[config.mk]
export PLATFORM = sky130hd
export DESIGN_NAME = mem_access_unit_flat
export DESIGN_NICKNAME = d
export VERILOG_FILES = /design/src/rtl/mem_access_unit_pkg.sv /design/src/rtl/mem_access_unit_if.sv /design/src/rtl/mem_load_ext.sv /design/src/rtl/mem_access_unit.sv /design/src/flat_wrapper.sv
export SDC_FILE = /design/constraint.sdc
export NUM_CORES = 1
export LEC_CHECK = 0
export CAP_MARGIN = 25
export CORE_MARGIN = 3
export CORE_UTILIZATION = 35
export CTS_CLUSTER_SIZE = 8
export DETAILED_ROUTE_END_ITERATION = 16
export PLACE_DENSITY = 0.79
export SKIP_CTS_REPAIR_TIMING = 1
export SLEW_MARGIN = 20
export SYNTH_ARGS = -nofsm -noshare
export SYNTH_HDL_FRONTEND = slang
export SYNTH_HIERARCHICAL = 1
export SYNTH_SLANG_ARGS = --single-unit
[constraint.sdc]
create_clock -name clk -period 2.4 [get_ports clk]
set_input_delay 0.36 -clock clk [delete_from_list [all_inputs] [get_ports clk]]
set_output_delay 0.36 -clock clk [all_outputs]
set_load 0.02 [all_outputs]
[src/rtl/mem_access_unit_pkg.sv]
// Shared definitions for the memory access unit: op codes, FSM states, access sizes.
// The datapath, the load extractor and the controller all decode memopM from here.
package mem_access_unit_pkg;

  typedef enum logic [2:0] {
    OP_LB  = 3'b000,
    OP_LBU = 3'b001,
    OP_LH  = 3'b010,
    OP_LHU = 3'b011,
    OP_LW  = 3'b100,
    OP_SB  = 3'b101,
    OP_SH  = 3'b110,
    OP_SW  = 3'b111
  } memop_e;

  typedef enum logic [2:0] {
    ST_IDLE  = 3'd0,
    ST_REQ   = 3'd1,
    ST_WAIT  = 3'd2,
    ST_DONE  = 3'd3,
    ST_DRAIN = 3'd4
  } state_e;

  localparam logic [1:0] SIZE_BYTE = 2'd0;
  localparam logic [1:0] SIZE_HALF = 2'd1;
  localparam logic [1:0] SIZE_WORD = 2'd2;

  function automatic logic [1:0] op_size(input logic [2:0] op);
    case (op)
      OP_LB, OP_LBU, OP_SB: return SIZE_BYTE;
      OP_LH, OP_LHU, OP_SH: return SIZE_HALF;
      default:              return SIZE_WORD;
    endcase
  endfunction

  function automatic logic op_is_store(input logic [2:0] op);
    return op inside {OP_SB, OP_SH, OP_SW};
  endfunction

endpackage

[src/rtl/mem_access_unit_if.sv]
// Data-bus handshake between the memory access unit (master) and the memory slave.
// Request phase closes on data_addr_ok; response phase closes on data_data_ok.
interface mem_access_unit_if;

  logic        data_req;
  logic        data_wr;
  logic [1:0]  data_size;
  logic [31:0] data_addr;
  logic [31:0] data_wdata;
  logic [3:0]  data_wstrb;
  logic        data_addr_ok;
  logic        data_data_ok;
  logic [31:0] data_rdata;

  modport master (
    output data_req, data_wr, data_size, data_addr, data_wdata, data_wstrb,
    input  data_addr_ok, data_data_ok, data_rdata
  );

  modport slave (
    input  data_req, data_wr, data_size, data_addr, data_wdata, data_wstrb,
    output data_addr_ok, data_data_ok, data_rdata
  );

endinterface

[src/rtl/mem_load_ext.sv]
// Little-endian lane extraction with sign/zero extension of load data.
// Purely combinational; store op codes produce zero.
module mem_load_ext
  import mem_access_unit_pkg::*;
(
  input  logic [2:0]  op,
  input  logic [1:0]  addr,
  input  logic [31:0] rdata,
  output logic [31:0] result
);

  logic [7:0]  byte_lane;
  logic [15:0] half_lane;

  always_comb begin
    byte_lane = rdata[{addr, 3'b000} +: 8];
    half_lane = addr[1] ? rdata[31:16] : rdata[15:0];
    result    = '0;
    case (op)
      OP_LB:   result = {{24{byte_lane[7]}}, byte_lane};
      OP_LBU:  result = {24'd0, byte_lane};
      OP_LH:   result = {{16{half_lane[15]}}, half_lane};
      OP_LHU:  result = {16'd0, half_lane};
      OP_LW:   result = rdata;
      default: result = '0;
    endcase
  end

endmodule

[src/rtl/mem_access_unit.sv]
// M-stage load/store unit: one bus transaction per instruction, stallM holds the pipe until data returns.
// Zero-latency when addr_ok and data_ok arrive with the request; result parked in a hold register while holdM.
module mem_access_unit
  import mem_access_unit_pkg::*;
(
  input  logic              clk,
  input  logic              rst,
  input  logic              memenM,
  input  logic [2:0]        memopM,
  input  logic [31:0]       aluoutM,
  input  logic [31:0]       writedataM,
  input  logic              holdM,
  input  logic              flushM,
  output logic [31:0]       readdataM,
  output logic              stallM,
  output logic              adelM,
  output logic              adesM,
  output logic [31:0]       badvaddrM,
  mem_access_unit_if.master bus
);

  state_e      state_q, state_d;
  logic [31:0] hold_q;
  logic [31:0] ext_data;
  logic [31:0] rd_data;
  logic [1:0]  size;
  logic        is_store;
  logic        misaligned;
  logic        addr_err;
  logic        start;
  logic        req;
  logic        stall;
  logic        capture;
  logic        issue;

  assign size       = op_size(memopM);
  assign is_store   = op_is_store(memopM);
  assign misaligned = ((size == SIZE_HALF) && aluoutM[0]) ||
                      ((size == SIZE_WORD) && (aluoutM[1:0] != 2'b00));
  assign addr_err   = memenM && misaligned && !rst;
  assign start      = memenM && !flushM && !misaligned;

  assign adelM      = addr_err && !is_store;
  assign adesM      = addr_err && is_store;
  assign badvaddrM  = addr_err ? aluoutM : '0;

  mem_load_ext u_load_ext (
    .op     (memopM),
    .addr   (aluoutM[1:0]),
    .rdata  (bus.data_rdata),
    .result (ext_data)
  );

  always_ff @(posedge clk or posedge rst) begin
    if (rst) begin
      state_q <= ST_IDLE;
      hold_q  <= '0;
    end else begin
      state_q <= state_d;
      if (capture) begin
        hold_q <= ext_data;
      end
    end
  end

  // Data may return in the same cycle the address is accepted; that cycle completes without a stall.
  always_comb begin
    state_d = state_q;
    req     = 1'b0;
    stall   = 1'b0;
    capture = 1'b0;
    rd_data = '0;
    case (state_q)
      ST_IDLE: begin
        if (start) begin
          req     = 1'b1;
          stall   = 1'b1;
          state_d = ST_REQ;
          if (bus.data_addr_ok) begin
            if (bus.data_data_ok) begin
              stall   = 1'b0;
              rd_data = ext_data;
              capture = 1'b1;
              state_d = holdM ? ST_DONE : ST_IDLE;
            end else begin
              state_d = ST_WAIT;
            end
          end
        end
      end
      ST_REQ: begin
        req   = 1'b1;
        stall = 1'b1;
        if (bus.data_addr_ok) begin
          if (bus.data_data_ok) begin
            stall   = 1'b0;
            rd_data = ext_data;
            capture = 1'b1;
            state_d = holdM ? ST_DONE : ST_IDLE;
          end else begin
            state_d = ST_WAIT;
          end
        end else if (flushM) begin
          state_d = ST_IDLE;
        end
      end
      ST_WAIT: begin
        if (bus.data_data_ok) begin
          rd_data = ext_data;
          capture = 1'b1;
          state_d = holdM ? ST_DONE : ST_IDLE;
        end else begin
          stall = 1'b1;
          if (flushM) begin
            state_d = ST_DRAIN;
          end
        end
      end
      ST_DONE: begin
        rd_data = hold_q;
        if (!holdM) begin
          state_d = ST_IDLE;
        end
      end
      ST_DRAIN: begin
        stall = 1'b1;
        if (bus.data_data_ok) begin
          state_d = ST_IDLE;
        end
      end
      default: state_d = ST_IDLE;
    endcase
  end

  assign issue     = req && !rst;
  assign stallM    = stall && !rst;
  assign readdataM = rst ? '0 : rd_data;

  assign bus.data_req  = issue;
  assign bus.data_wr   = issue && is_store;
  assign bus.data_size = issue ? size : 2'd0;
  assign bus.data_addr = issue ? aluoutM : '0;

  always_comb begin
    bus.data_wstrb = 4'b0000;
    bus.data_wdata = '0;
    if (issue) begin
      case (memopM)
        OP_SB: begin
          bus.data_wstrb = 4'b0001 << aluoutM[1:0];
          bus.data_wdata = {4{writedataM[7:0]}};
        end
        OP_SH: begin
          bus.data_wstrb = aluoutM[1] ? 4'b1100 : 4'b0011;
          bus.data_wdata = {2{writedataM[15:0]}};
        end
        OP_SW: begin
          bus.data_wstrb = 4'b1111;
          bus.data_wdata = writedataM;
        end
        default: begin
          bus.data_wstrb = 4'b0000;
          bus.data_wdata = '0;
        end
      endcase
    end
  end

endmodule

[src/flat_wrapper.sv]
// flat-port wrapper written by rule: the top's interface ports become plain ports
module mem_access_unit_flat import mem_access_unit_pkg::*;
  (clk, rst, memenM, memopM, aluoutM, writedataM, holdM, flushM, readdataM, stallM, adelM, adesM, badvaddrM, bus_data_req, bus_data_wr, bus_data_size, bus_data_addr, bus_data_wdata, bus_data_wstrb, bus_data_addr_ok, bus_data_data_ok, bus_data_rdata);
  mem_access_unit_if bus_i ();
  input  logic clk;
  input  logic rst;
  input  logic memenM;
  input  logic [2:0] memopM;
  input  logic [31:0] aluoutM;
  input  logic [31:0] writedataM;
  input  logic holdM;
  input  logic flushM;
  output logic [31:0] readdataM;
  output logic stallM;
  output logic adelM;
  output logic adesM;
  output logic [31:0] badvaddrM;
  output wire logic [$bits(bus_i.data_req)-1:0] bus_data_req;
  output wire logic [$bits(bus_i.data_wr)-1:0] bus_data_wr;
  output wire logic [$bits(bus_i.data_size)-1:0] bus_data_size;
  output wire logic [$bits(bus_i.data_addr)-1:0] bus_data_addr;
  output wire logic [$bits(bus_i.data_wdata)-1:0] bus_data_wdata;
  output wire logic [$bits(bus_i.data_wstrb)-1:0] bus_data_wstrb;
  input wire logic [$bits(bus_i.data_addr_ok)-1:0] bus_data_addr_ok;
  input wire logic [$bits(bus_i.data_data_ok)-1:0] bus_data_data_ok;
  input wire logic [$bits(bus_i.data_rdata)-1:0] bus_data_rdata;
  assign bus_data_req = bus_i.data_req;
  assign bus_data_wr = bus_i.data_wr;
  assign bus_data_size = bus_i.data_size;
  assign bus_data_addr = bus_i.data_addr;
  assign bus_data_wdata = bus_i.data_wdata;
  assign bus_data_wstrb = bus_i.data_wstrb;
  assign bus_i.data_addr_ok = bus_data_addr_ok;
  assign bus_i.data_data_ok = bus_data_data_ok;
  assign bus_i.data_rdata = bus_data_rdata;
  mem_access_unit u_core (.clk(clk), .rst(rst), .memenM(memenM), .memopM(memopM), .aluoutM(aluoutM), .writedataM(writedataM), .holdM(holdM), .flushM(flushM), .readdataM(readdataM), .stallM(stallM), .adelM(adelM), .adesM(adesM), .badvaddrM(badvaddrM), .bus(bus_i));
endmodule
# Word-level counts from Yosys, hierarchy flattened
# Cells that the tools add are included.
# op_classes
n_reduce_logical	23
shift	2
n_mux	37
eq_ne	18
# op_table
op	n
2-to-1 mux 32 bit	7
case mux 32 bit (5 select lines)	1
case mux 32 bit (4 select lines)	1
case mux 32 bit (3 select lines)	1
variable part select 32 x 6 -> 8 bit	1
2-to-1 mux 3 bit	9
2-to-1 mux 16 bit	1
equality test 3 bit (second input constant)	5
case mux 3 bit (5 select lines)	1
equality test 3 x 2 -> 1 bit (second input constant)	4
case mux 4 bit (3 select lines)	1
logical AND 1 bit	11
2-to-1 mux 4 bit	2
2-to-1 mux 1 bit	7
equality test 3 x 1 -> 1 bit (second input constant)	2
logical NOT 3 bit	2
!= test 3 bit (second input constant)	2
OR reduction 3 bit	2
AND reduction 5 bit	1
logical NOT 1 bit	4
2-to-1 mux 2 bit	2
!= test 2 bit (second input constant)	2
case mux 1 bit (4 select lines)	1
case mux 2 bit (2 select lines)	1
other kinds (9)	9
# word_totals
output_inout_bits	139
reg_bits	35

# Logic depth before layout (Yosys ltp)
# Gate-level depths: netlist of run 1.
# logic_depth
depth_word	12
ltp_mapped	7
depth_no_buf	6

# Hierarchy
# The synthesis of run 1 kept the hierarchy.
# by_module_without_submodules
module	cells_per_inst	area_each_um2	instances
mem_access_unit	342	3032.9	1
mem_load_ext	128	987.2	1

# Worst setup path before layout of run 1
# Ideal clock, no wire load.
# synth_path
path_type	input to output
start	input rst
end	output readdataM[10]
n_path_buf	2
t_arrival_ps	2140
path_stages	5
setup_slack_ps	-100
cell_sequence	inv_1 > and3_1 > clkbuf_1 > clkbuf_1 > a22o_1
# synth_between
elab_chain_cells	1
# synth_lines
element	line_no	rtl
from (decl)	flat_wrapper.sv:6	input logic rst;
2-to-1 mux 32 bit	mem_access_unit.sv:137	assign readdataM = rst ? '0 : rd_data;
to (decl)	flat_wrapper.sv:13	output logic [31:0] readdataM;
# No other way between the ends.

# Worst setup path in the final report of run 1
# layout_path
start	input memopM[0]
end	output readdataM[28]
# layout_between
elab_chain_cells	11
# layout_lines
element	line_no	rtl
from (decl)	flat_wrapper.sv:8	input logic [2:0] memopM;
equality test 3 x 2 -> 1 bit, or another cell as far along	mem_access_unit_pkg.sv:29, mem_load_ext.sv:19	
OR reduction 3 bit	mem_access_unit_pkg.sv:29	case (op)
case mux 2 bit (2 select lines)	mem_access_unit_pkg.sv:29	
equality test 2 x 1 -> 1 bit or equality test 2 bit (tied branches)	mem_access_unit.sv:38, mem_access_unit.sv:39	
logical AND 1 bit (on tied branches)	mem_access_unit.sv:38, mem_access_unit.sv:39	
logical OR 1 bit	mem_access_unit.sv:38	assign misaligned = ((size == SIZE_HALF) && aluoutM[0]) ||
logical NOT 1 bit	mem_access_unit.sv:41	assign start = memenM && !flushM && !misaligned;
logical AND 1 bit	mem_access_unit.sv:41	
2-to-1 mux 32 bit	mem_access_unit.sv:75	if (start) begin
case mux 32 bit (4 select lines) *	mem_access_unit.sv:73	case (state_q)
2-to-1 mux 32 bit *	mem_access_unit.sv:137	
# Mark *: on every way between the ends. The rest lies on a longest branch, timed or not.

==> results of run 1 <==
==> layer usage <==
| layer | up-vias | part of all wire | wire [um] |
|---|---|---|---|
| li1 | 2316 | - | - |
| met1 | 2399 | 0.40 | 7330 |
| met2 | 252 | 0.50 | 9190 |
| met3 | 53 | 0.079 | 1460 |
| met4 | 2 | 0.030 | 549 |
| met5 | - | 0.00070 | 13 |
==> cell type report <==
type / instances / area (um^2)
Timing Repair Buffer: 318 / 3480
Fill cell: 848 / 3360
Sequential cell: 35 / 877
Clock inverter: 3 / 47.5
Tap cell: 140 / 175
Clock buffer: 5 / 125
Multi-Input combinational cell: 377 / 2930
Inverter: 8 / 36.3
Antenna cell: 1 / 2.50
==> synth_stat cells (2+ instances only) <==
library cell,instances
o21ai_0,18
nor2_1,32
nor3_1,4
mux2_2,52
nand3_1,6
and2_1,43
buf_6,9
nand3b_1,2
a211oi_2,12
buf_2,10
buf_4,2
nand2_1,7
clkbuf_1,29
a22oi_1,42
inv_1,8
and3_1,35
a22o_1,32
dfrtp_1,35
o41ai_1,2
a211oi_1,4
nor2b_1,14
a21boi_1,2
and3b_1,2
mux2_4,5
a21oi_1,36
a32oi_1,6
==> final timing paths <==
path                                                 end  slack [ns]  cells after the start
max                                        readdataM[28]        0.04                     11
min                        u_core/state_q[2]$_DFFE_PP0P_        0.39                      3
max in group asynchronous   u_core/hold_q[7]$_DFFE_PP0P_        1.66                      3
min in group clk            u_core/hold_q[7]$_DFFE_PP0P_        0.51                      1
max reg2reg                u_core/hold_q[12]$_DFFE_PP0P_        0.55                      7
min reg2reg                 u_core/hold_q[7]$_DFFE_PP0P_        0.51                      1
==> flip-flops by register name, indices dropped and copies added (netlist names) <==
register        count
u_core/state_q      3
u_core/hold_q      32
==> worst reg2reg max path: stages, from the launching register on <==
cell,delay (ns)
dfrtp_2,0.46
inv_1,0.08
nor2_1,0.14
o21ai_2,0.10
buf_4,0.15
nor3_4,0.22
buf_12,0.22
mux2_2,0.37
==> through the flow <==
| stage | area [um^2] | util | instances | hold WS [ns] |
|---|---|---|---|---|
| 6_report | 7670 | 0.695 | 887 | 0.390 |
| 5_1_grt | 7670 | 0.695 | 887 | 0.439 |
| 4_1_cts | 7180 | 0.651 | 880 | 0.509 |
| 3_5_place_dp | 7010 | 0.635 | 872 | 0.496 |
| 3_3_place_gp | 7010 | 0.635 | 872 | 0.489 |
| 2_1_floorplan | 4020 | - | 470 | 0.317 |
==> power by group through the flow <==
stage               registers [mW]  clock network (mW)  logic, mW
finish                        1.04               0.769       2.34
global route                  1.07               0.801       2.47
CTS                           1.03               0.771       2.27
detailed placement            1.04                   0       2.26
global placement              1.01                   0       2.20
floorplan                    0.983                   0       1.30
==> cell families (layout without fill, tap and decap cells) <==
kind of cell | Yosys count | in the layout | synth area share
muxes | 58 | 58 | 0.167
and+or+nand+nor | 153 | 153 | 0.222
xor gates and xnor gates | 1 | 1 | 0.00218
AOI/OAI and AO/OA | 165 | 165 | 0.315
other | 0 | 1 | 0
buffers and inverters | 58 | 334 | 0.0759
DFF | 35 | 35 | 0.218
==> reports/summary.txt, run 1 <==
status = completed
Max-cap violations = 0
worst slack at placement = -0.701 ns
CTS H-tree depth = 2
Inserted Clock Buffers = 5
post-route worst setup slack = 0.0415 ns
P_sw = 1.57 mW
Slew Viols, Final = 0
Final Cycle Share = 0.983
share of layout cells above drive strength 1 = 0.263
slowest CP cell = a211oi_4
Tot Pwr = 4.14 mW
initial core utilization = 0.364
routed via count = 5,022
startpoint types = input port
GR Layer Usage met3 = 0.0535
FFs w/ async S/R, synth = 1.00
Mapped Area = 0.00402 mm^2
TritonCTS clock tree = done
Syn Area/Cell = 8.55 um^2
DP HPWL = 13,700 um
Worst EP arrival = 2.00 ns
routed wire length = 18,500 um
Seq/Total Area, Yosys = 0.218
FF+latch count, synth = 35
worst slew pin tran = 0.469 ns
crit path kind = in2out
clock skew = 0.00696 ns
worst endpoint required time = 2.04 ns
Setup Viol. Count Final = 0
Worst-path clk slew = 0.06 ns
area grow syn2layout = 90.8%
Synth Net Count = 576
ANT nets after route = 0
clk_lat worst skew = 0.28 ns
placer congestion estimate = 0.957
Initial DRC Count = 430
max incr delay on CP = 0.29 ns
Die W = 113 um
Crit. Startpoint = memopM[0]
Clock Sinks = 35
Post-synth EDFFs = 0
Clock Root Buffer = clkbuf_16
commonest non-fill, non-tap cell in the layout = dlymetal6s2s_1
Worst VDD drop = 0.624 mV
reg2reg start = u_core/state_q[1]$_DFFE_PP0P_
GR Util met1 = 0.318
wire per inst = 20.9 um
crit path cell chain = buf_8 > buf_6 > nor2b_4 > o21ai_4 > buf_6 > a211oi_4 > nor4_4 > buf_4 > clkbuf_16 > a22o_1 > buf_6
initial antenna violation count = 2
sw frac = 0.378
nets = 851
Comb power frac = 0.564
die area = 0.0128 mm^2
Max-slew headroom = 0.687
Pwr Density = 540 mW/mm^2
Gate Count Post-Synth = 470
vias in the first global route = 4,770
die height = 113 um
port buffer count = 244
Most Crowded Layer GR = met2
internal power = 2.58 mW
first-pass GRT wire length = 26,400 um
most frequent CP cell = buf_6
CP bufs+invs = 6
final hold vios = 0
Synth area leaders = dfrtp_1 22%, mux2_2 15%, a22oi_1 7.8%, a22o_1 7.0%, and2_1 6.7%
Final min period = 2.36 ns
DRC violations left = 0
total global routing overflow = 0
DRT Pass-1 Iters = 5
Yosys warning total = 6
largest net degree at the start of global routing = 36
Yosys top cell area share = 0.218
Synth cell types = 47
FP Rows = 38
gr usage total = 0.256
Reg power frac = 0.251
vias per cell = 5.66
CP max FO = 8
most frequent cells in the layout = 129 x dlymetal6s2s_1, 93 x clkdlybuf4s50_1, 63 x buf_4
fmax = 424 MHz
largest area contributor in the netlist = dfrtp_1
clock share of power = 0.186
CTS Buffer Depth = 2
Ports = 245
Setup TNS Final = 0 ns
crit path capture type = primary output
worst min path class = in2async
Largest delay share family, worst path = buffers and inverters
total core area = 0.0110 mm^2
GR Layer Usage met2 = 0.448
Leak = 5.33 nW
top_reg_cell synth = dfrtp_1
Note: power is estimated with default switching activity, not from simulation.
==> inputs of run 2 (changes only) <==
--- a/config.mk
+++ b/config.mk
@@ -11,6 +11,7 @@
 export CTS_CLUSTER_SIZE = 8
 export DETAILED_ROUTE_END_ITERATION = 16
 export PLACE_DENSITY = 0.79
+export REMOVE_ABC_BUFFERS = 1
 export SKIP_CTS_REPAIR_TIMING = 1
 export SLEW_MARGIN = 20
 export SYNTH_ARGS = -nofsm -noshare
==> reports/summary.txt, run 2 (same netlist as run 1, synthesis figures left out) <==
Max-cap violations = 0
Clock Root Buffer = clkbuf_16
Final Cycle Share = 0.972
worst slew pin tran = 0.596 ns
final hold vios = 0
Setup TNS Final = 0 ns
Largest Register = u_core/hold_q
reg2reg start = u_core/state_q[1]$_DFFE_PP0P_
crit path capture type = primary output
initial antenna violation count = 0
Clock Sinks = 35
Worst-path clk slew = 0.06 ns
Comb power frac = 0.570
CTS Buffer Depth = 2
Hold WS = 0.308 ns
max incr delay on CP = 0.28 ns
crit path cell chain = clkbuf_4 > xor2_2 > o211a_4 > a21o_4 > nand3_1 > inv_2 > buf_4 > buf_4 > and2_1 > clkbuf_4
internal power = 2.61 mW
CTS H-tree depth = 2
port buffer count = 244
Setup Viol. Count Final = 0
Worst EP arrival = 1.97 ns
DRC violations left = 0
DP HPWL = 13,800 um
post-route worst setup slack = 0.0681 ns
reg2reg end = u_core/hold_q[16]$_DFFE_PP0P_
most frequent cells in the layout = 110 x dlymetal6s2s_1, 107 x buf_4, 93 x clkdlybuf4s50_1
gr usage total = 0.252
routed wire length = 18,500 um
Leak = 5.11 nW
fin cells = 909
commonest non-fill, non-tap cell in the layout = dlymetal6s2s_1
Final min period = 2.33 ns
status = completed
die height = 113 um
vias per cell = 5.61
CP max FO = 5
DRT Pass-1 Iters = 5
crit path kind = in2out
clk_lat worst skew = 0.29 ns
ANT nets after route = 0
Pwr Density = 546 mW/mm^2
max reg flops = 32
Initial DRC Count = 366
R2R setup slack = 0.36 ns
Worst VDD drop = 0.374 mV
FP Rows = 38
placed inst area = 0.00710 mm^2
wire per inst = 20.4 um
FF-to-FF path depth = 7
largest net degree at the start of global routing = 31
fin area = 0.00764 mm^2
P_sw = 1.56 mW
fmax = 429 MHz
Die W = 113 um
share of layout cells above drive strength 1 = 0.305
initial core utilization = 0.364
worst slack at placement = -0.661 ns
routed via count = 5,101
TritonCTS clock tree = done
Ports = 245
placed cells = 889
Max-slew headroom = 0.601
die area = 0.0128 mm^2
Inserted Clock Buffers = 5
Slew Viols, Final = 0
total core area = 0.0110 mm^2
Reg power frac = 0.246
Filler cells = 842
total global routing overflow = 0
area grow syn2layout = 90.1%
worst min path class = in2async
clock share of power = 0.184
startpoint types = input port
clock skew = 0.00826 ns
sw frac = 0.375
nets = 873
worst endpoint required time = 2.04 ns
slowest CP cell = o211a_4
vias in the first global route = 4,867
placer congestion estimate = 0.912
first-pass GRT wire length = 26,300 um
Top Registers = u_core/hold_q: 32 flops, u_core/state_q: 3 flops
## run 2: changes by cell type in the layout (fill, tap and decap cells not counted), moves of 2 or more
cell            delta
buf_6              -2
o21ai_1            +2
buf_8              -2
dlymetal6s2s_1    -19
clkbuf_4           +2
nor2b_2            +2
a211oi_1           +2
a211oi_2           -2
buf_4             +44
clkbuf_2           +2
buf_12             -2
## run 2: per-stage QoR
stage,power (mW),utilization
floorplan,2.16,-
global placement,3.28,0.643
detailed placement,3.33,0.643
CTS,4.12,0.659
global route,4.39,0.693
finish,4.17,0.693
## run 2: how the worst max path moves through the flow
stage,end,cells after the start,startpoint,slack [ns]
after floorplan,bus_data_wdata[0],4,u_core/state_q[2]$_DFFE_PP0P_,-0.97
after global placement,readdataM[28],8,memopM[2],-0.62
after detailed placement,readdataM[28],8,memopM[2],-0.66
after CTS,readdataM[28],8,memopM[2],-0.70
after global routing,bus_data_wdata[25],8,memopM[0],-0.001
final,bus_data_wdata[7],10,memopM[0],0.07
## run 2: layer usage
| layer | track usage | wire length (um) |
|---|---|---|
| met1 | 0.304 | 7300 |
| met4 | 0.0553 | 421 |
| met5 | 0 | 0 |
| met2 | 0.466 | 9460 |
| met3 | 0.0428 | 1360 |
## run 2: power by group through the flow
| stage | Combinational [mW] | Sequential (mW) | Clock, mW |
|---|---|---|---|
| finish | 2.38 | 1.03 | 0.770 |
| global route | 2.53 | 1.06 | 0.805 |
| CTS | 2.31 | 1.02 | 0.782 |
| detailed placement | 2.30 | 1.03 | 0 |
| global placement | 2.26 | 1.01 | 0 |
| floorplan | 1.14 | 1.02 | 0 |
## run 2: area by class of cell
| class | instances | area (um^2) | area share |
|---|---|---|---|
| Tap cell | 140 | 175 | 0.0229 |
| Inverter | 8 | 30.0 | 0.00393 |
| Timing Repair Buffer | 340 | 3500 | 0.458 |
| Clock buffer | 5 | 125 | 0.0164 |
| Sequential cell | 35 | 877 | 0.115 |
| Multi-Input combinational cell | 377 | 2890 | 0.378 |
| Antenna cell | 1 | 2.50 | 0.000327 |
| Clock inverter | 3 | 43.8 | 0.00573 |
## run 2: critical path: cells and delay by family
kind,cells,cell delay (ns)
AOI/OAI and AO/OA,2,0.52
xor gates and xnor gates,1,0.17
buffers and inverters,5,0.66
and+or+nand+nor,2,0.25
